`config.mk`:
```
export PLATFORM = sky130hd
export DESIGN_NAME = pc_button_cmd
export DESIGN_NICKNAME = d
export VERILOG_FILES = /design/src/rtl/pc_cmd_pkg.sv /design/src/rtl/btn_debounce.sv /design/src/rtl/pc_button_cmd.sv
export SDC_FILE = /design/constraint.sdc
export NUM_CORES = 1
export LEC_CHECK = 0
export ABC_CLOCK_PERIOD_IN_PS = 4900
export BUFFER_PORTS_ARGS = -buffer_cell sky130_fd_sc_hd__buf_2
export CORE_UTILIZATION = 40
export CTS_CLUSTER_SIZE = 40
export DETAILED_ROUTE_END_ITERATION = 7
export PLACE_DENSITY = 0.55
export SLEW_MARGIN = 25
export SYNTH_ARGS = -nofsm -noshare
export SYNTH_HDL_FRONTEND = slang
export SYNTH_HIERARCHICAL = 1
export SYNTH_SLANG_ARGS = --single-unit
```
`constraint.sdc`:
```
create_clock -name clock -period 4.9 [get_ports clock]
set_input_delay 0.49 -clock clock [delete_from_list [all_inputs] [get_ports clock]]
set_output_delay 0.49 -clock clock [all_outputs]
set_load 0.1 [all_outputs]
```
`src/rtl/pc_cmd_pkg.sv`:
```
// pc_cmd_pkg: command codes, widths and helpers shared between the button
// front-end (pc_button_cmd) and the program counter that consumes commands.
package pc_cmd_pkg;

  localparam int unsigned CMD_W   = 3;
  localparam int unsigned DATA_W  = 8;
  localparam int unsigned NUM_BTN = 5;

  // Button bit positions; lower index = higher priority.
  localparam int unsigned BTN_S = 0;
  localparam int unsigned BTN_U = 1;
  localparam int unsigned BTN_D = 2;
  localparam int unsigned BTN_R = 3;
  localparam int unsigned BTN_L = 4;

  typedef enum logic [CMD_W-1:0] {
    CMD_NONE   = 3'd0,
    CMD_STEP   = 3'd1,
    CMD_INC    = 3'd2,
    CMD_DEC    = 3'd3,
    CMD_BRANCH = 3'd4,
    CMD_LOAD   = 3'd5
  } cmd_code_e;

  typedef enum logic [1:0] {
    DB_IDLE,
    DB_PRESS_WAIT,
    DB_HELD,
    DB_REL_WAIT
  } db_state_e;

  typedef struct packed {
    cmd_code_e         code;
    logic [DATA_W-1:0] data;
  } cmd_payload_t;

  // Isolate the lowest set bit (highest-priority pending button).
  function automatic logic [NUM_BTN-1:0] pick_first(input logic [NUM_BTN-1:0] v);
    return v & (NUM_BTN'(~v) + NUM_BTN'(1));
  endfunction

  // Map a one-hot button vector to its command code.
  function automatic cmd_code_e onehot_to_code(input logic [NUM_BTN-1:0] oh);
    if (oh[BTN_S]) return CMD_STEP;
    if (oh[BTN_U]) return CMD_INC;
    if (oh[BTN_D]) return CMD_DEC;
    if (oh[BTN_R]) return CMD_BRANCH;
    if (oh[BTN_L]) return CMD_LOAD;
    return CMD_NONE;
  endfunction

endpackage

```
`src/rtl/btn_debounce.sv`:
```
// btn_debounce: 2-flop synchronizer plus press/release debounce FSM for one
// raw push-button. Emits a one-cycle press pulse when a press is accepted.
//   clock, reset : clock and async active-high reset
//   btn          : raw asynchronous button
//   press        : registered one-cycle pulse on accepted press
module btn_debounce
  import pc_cmd_pkg::*;
#(
  parameter int unsigned DEBOUNCE_CYCLES = 500000,
  parameter int unsigned CNT_W           = 20
) (
  input  logic clock,
  input  logic reset,
  input  logic btn,
  output logic press
);

  localparam logic [CNT_W-1:0] CNT_LAST = CNT_W'(DEBOUNCE_CYCLES - 1);

  logic             sync_1;
  logic             sync_2;
  db_state_e        state;
  logic [CNT_W-1:0] cnt;

  // Metastability filter
  always_ff @(posedge clock or posedge reset) begin
    if (reset) begin
      sync_1 <= 1'b0;
      sync_2 <= 1'b0;
    end else begin
      sync_1 <= btn;
      sync_2 <= sync_1;
    end
  end

  // Debounce FSM; counter only advances in the two wait states and leaves
  // them at CNT_LAST, so it can never wrap.
  always_ff @(posedge clock or posedge reset) begin
    if (reset) begin
      state <= DB_IDLE;
      cnt   <= '0;
      press <= 1'b0;
    end else begin
      press <= 1'b0;
      case (state)
        DB_IDLE: begin
          if (sync_2) begin
            state <= DB_PRESS_WAIT;
            cnt   <= '0;
          end
        end
        DB_PRESS_WAIT: begin
          if (!sync_2) begin
            state <= DB_IDLE;
          end else if (cnt == CNT_LAST) begin
            state <= DB_HELD;
            press <= 1'b1;
          end else begin
            cnt <= cnt + CNT_W'(1);
          end
        end
        DB_HELD: begin
          if (!sync_2) begin
            state <= DB_REL_WAIT;
            cnt   <= '0;
          end
        end
        DB_REL_WAIT: begin
          if (sync_2) begin
            state <= DB_HELD;
          end else if (cnt == CNT_LAST) begin
            state <= DB_IDLE;
          end else begin
            cnt <= cnt + CNT_W'(1);
          end
        end
        default: state <= DB_IDLE;
      endcase
    end
  end

endmodule

```
`src/rtl/pc_button_cmd.sv`:
```
// pc_button_cmd: turns five debounced push-buttons into a prioritized
// valid/ready command stream for the program counter.
//   clock, reset        : clock and async active-high reset
//   btns/btnu/btnd/btnr/btnl : raw buttons (STEP/INC/DEC/BRANCH/LOAD)
//   new_count           : switch operand captured on BRANCH/LOAD press
//   cmd_valid/code/data : command output, held until cmd_ready
//   cmd_ready           : downstream accepts the displayed command
//   cmd_drop            : sticky, a press hit an already-pending command
module pc_button_cmd
  import pc_cmd_pkg::*;
#(
  parameter int unsigned DEBOUNCE_CYCLES = 500000,
  parameter int unsigned CNT_W           = 20
) (
  input  logic              clock,
  input  logic              reset,
  input  logic              btns,
  input  logic              btnu,
  input  logic              btnd,
  input  logic              btnr,
  input  logic              btnl,
  input  logic [DATA_W-1:0] new_count,
  output logic              cmd_valid,
  output logic [CMD_W-1:0]  cmd_code,
  output logic [DATA_W-1:0] cmd_data,
  input  logic              cmd_ready,
  output logic              cmd_drop
);

  logic [NUM_BTN-1:0] raw;
  logic [NUM_BTN-1:0] press;
  logic [NUM_BTN-1:0] pending;
  logic [NUM_BTN-1:0] shown;
  logic [NUM_BTN-1:0] clr;
  logic [DATA_W-1:0]  branch_data;
  logic [DATA_W-1:0]  load_data;
  cmd_payload_t       payload;

  assign raw = {btnl, btnr, btnd, btnu, btns};

  for (genvar i = 0; i < NUM_BTN; i++) begin : gen_db
    btn_debounce #(
      .DEBOUNCE_CYCLES (DEBOUNCE_CYCLES),
      .CNT_W           (CNT_W)
    ) u_db (
      .clock (clock),
      .reset (reset),
      .btn   (raw[i]),
      .press (press[i])
    );
  end

  assign shown     = pick_first(pending);
  assign cmd_valid = |pending;
  assign clr       = (cmd_valid && cmd_ready) ? shown : '0;

  // Pending set wins over the same-cycle handshake clear, so a press landing
  // on the bit being delivered is delivered again.
  always_ff @(posedge clock or posedge reset) begin
    if (reset) begin
      pending     <= '0;
      branch_data <= '0;
      load_data   <= '0;
      cmd_drop    <= 1'b0;
    end else begin
      pending <= (pending & ~clr) | press;
      if (|(press & pending & ~clr)) cmd_drop <= 1'b1;
      if (press[BTN_R]) branch_data <= new_count;
      if (press[BTN_L]) load_data   <= new_count;
    end
  end

  // Output payload for the highest-priority pending button
  always_comb begin
    payload.code = onehot_to_code(shown);
    payload.data = '0;
    if (shown[BTN_R])      payload.data = branch_data;
    else if (shown[BTN_L]) payload.data = load_data;
  end

  assign cmd_code = payload.code;
  assign cmd_data = payload.data;

endmodule

```
==> impl_metrics.csv <==
group,metric,value,unit
synthesis,postSynthCellCount,824,
cts,clk_path_buf_depth,2,
cts,ctsRootBufferMaster,"clkbuf_16",
drt,ant_nets,0,
synthesis,synthArstFlopShare,100,%
synthesis,syn-num-nets,845,
critical_path,cp-start-kind,"flop",
job,max_cap_violations,0,
floorplan,die_y,146,um
cts,cts_tree,"yes",
power,leakage,4.09,nW
power,power_density,302,mW/mm^2
placement,post-place-ws,2.16,ns
critical_path,path_max_fanout,9,
cts,htree_levels,4,
cts,cts_made_buffers,17,
floorplan,start_util,40.8,%
sta,fin_skew,0.00799,ns
synthesis,synth.top_cell.area_share,44.6,%
cts,postCtsSetupBuffers,0,
sta,drv_slew,0,
min_path,hold_path.class,"primary input to flop",
drt,wl_per_cell,16.6,um
layout,fill_cells,1876,
global_routing,antenna_found_initial,4,
cts,clock_sinks,147,
critical_path,critPathArrivalTime,2.37,ns
floorplan,coreArea,0.0202,mm^2
cts,hold_buffers,0,
floorplan,fp.dieW,146,um
synthesis,yosys.area.top_type,"dfrtp_1",
sta,max_clock_freq,0.350,GHz
placement,dpl_cell_area,0.00848,mm^2
synthesis,synth_area_leaders,"dfrtp_1 45%, nand2_1 4.3%, o21ai_0 3.2%, and4_1 2.5%, nand3_1 2.4%",
drt,drc,0,
synthesis,ys_seq_elements,147,
layout,final_net_count,860,
global_routing,track_usage,18.3,%
drt,drt_pre_antenna_iters,4,
cts,clock_latency,0.42,ns
sta,setup_ws,2.04,ns
synthesis,yosysWarningCount,6,
critical_path,rrSetupSlack,2.12,ns
critical_path,endpoint_kind,"output port",
synthesis,synth_top_flop_cell,"dfrtp_1",
global_routing,grt_pass1_wl,31400,um
floorplan,io_pins,29,
sta,tns,0,ns
synthesis,synth_edf_count,0,
sta,setup_violations,0,
sta,max_slew.worst_pin.slew,0.934,ns
synthesis,yosysSeqAreaShare,44.6,%
cts,post_cts_resized,0,
min_path,whs_path_depth,1,
placement,dp.final_hpwl,13000,um
placement,io_buffer_count,28,
placement,finalWeightedCongestion,0.837,
cts,cts.clk_slew.worst_paths,0.06,ns
floorplan,die-area,0.0212,mm^2
synthesis,synth.distinct_cells,67,
critical_path,worst_ep_required_time,4.41,ns
layout,area_delta_synth_final,9.84,%
sta,slew_headroom,37.4,%
drt,vias_per_cell,5.83,
sta,rsz0062_at_grt,"no",
power,total_power,0.00274,W
layout,postLayoutCoreUtil,44.8,%
synthesis,syn-cell-area,0.00825,mm^2
critical_path,r2r_cells,5,
floorplan,rows,52,
global_routing,grt_pass1_vias,6247,
global_routing,grt_max_degree,26,
power,irDropWorstVdd,0.000253,V
layout,drive_gt1_share,16.6,%
sta,period_minus_slack,2.86,ns
layout,stdcell_area,0.00906,mm^2
status,outcome,"completed",
drt,drt-total-wl,18700,um
drt,vias,6550,
sta,min_period_over_period,58.3,%
drt,drt_first_iter_violations,390,
sta,hold_viol_final,0,
global_routing,grt_overflow,0,
critical_path,path_class,"flop to output port",
synthesis,synth_area_per_cell,10.0,um^2
worst max-delay path: stages, from the launching register on:
cell and delay [ns]:
dfrtp_1 0.50, nor3_1 0.35, and2_1 0.41, a22o_1 0.25, buf_2 0.45
layer usage:
| layer | part of all wire, % | track usage (%) |
|---|---|---|
| met5 | 0.059 | 0 |
| met4 | 1.7 | 7.11 |
| met1 | 47 | 24.2 |
| met3 | 3.1 | 3.17 |
| met2 | 48 | 29.8 |
per-stage QoR:
step	hold WS, ns	std cells
2_1_floorplan	0.331	824
3_3_place_gp	0.333	1090
5_1_grt	0.157	1124
6_report	0.171	1124
3_5_place_dp	0.336	1090
4_1_cts	0.151	1121
sequential cells by signal (all words and copies together), names as in the netlist, named ones only:
register,flops
gen_db.u_db/sync_1,5
gen_db.u_db/sync_2,5
cmd_drop,1
load_data,8
gen_db.u_db/press,5
gen_db.u_db/state,5
branch_data,8
gen_db.u_db/cnt,100
pending,5
cells by family (layout without fill, tap and decap cells):
group,count (synthesis),in the layout,share of synthesized area (%)
AOI/OAI and AO/OA,214,214,18.8
xor gates and xnor gates,10,10,1.06
adders and majority gates,5,5,0.758
buffers and inverters,66,93,4.73
DFF,147,147,44.6
muxes,34,34,4.37
other,0,3,0
and+or+nand+nor,348,348,25.7
cells in the mapped netlist, types with 20 or more instances:
library cell and count:
nor4_1 23, nand2_1 95, or3_1 21, nand4_1 21, o31ai_1 26, a21oi_1 20, inv_1 26, dfrtp_1 147
nor2_1 33, nand3_1 39, and4_1 24, o21ai_0 53
final timing paths:
kind                                           to             startpoint
min in group asynchronous    gen_db[2].u_db/press                  reset
setup / recovery                      cmd_data[5]             pending[0]
setup reg to reg           gen_db[4].u_db/cnt[12]  gen_db[4].u_db/cnt[9]
hold / removal              gen_db[1].u_db/sync_1                   btnu
max in group asynchronous          branch_data[3]                  reset
hold reg to reg             gen_db[3].u_db/sync_2  gen_db[3].u_db/sync_1
cell usage in the layout, fill, tap and decap left out, drive strengths merged, types with 17 or more instances in the layout:
master	synthesis	layout
a21o	17	17
a21oi	20	20
and3	20	20
and4	28	28
buf	28	32
clkbuf	8	23
dfrtp	147	147
inv	26	24
mux2i	18	18
nand2	95	95
nand3	43	43
nand4	29	29
nor2	37	37
nor4	28	28
o21ai	66	66
o31ai	31	31
or3	21	21
layout make-up:
type,instances,area (um^2),area share [%]
Antenna cell,3,7.51,0.0828
Clock inverter,8,76.3,0.842
Timing Repair Buffer,32,170,1.88
Inverter,30,113,1.24
Sequential cell,147,3680,40.6
Clock buffer,23,498,5.49
Multi-Input combinational cell,611,4180,46.1
Tap cell,270,338,3.73
where the power goes:
| group | leakage [nW] | switching, W | internal (W) | total (W) |
|---|---|---|---|---|
| clock | 0.277 | 0.000499 | 0.000761 | 0.00126 |
| combinational | 1.81 | 0.000103 | 0.0000612 | 0.000165 |
| sequential | 2.00 | 0.0000618 | 0.00125 | 0.00132 |
No activity file was read; power rests on OpenSTA's default activity.
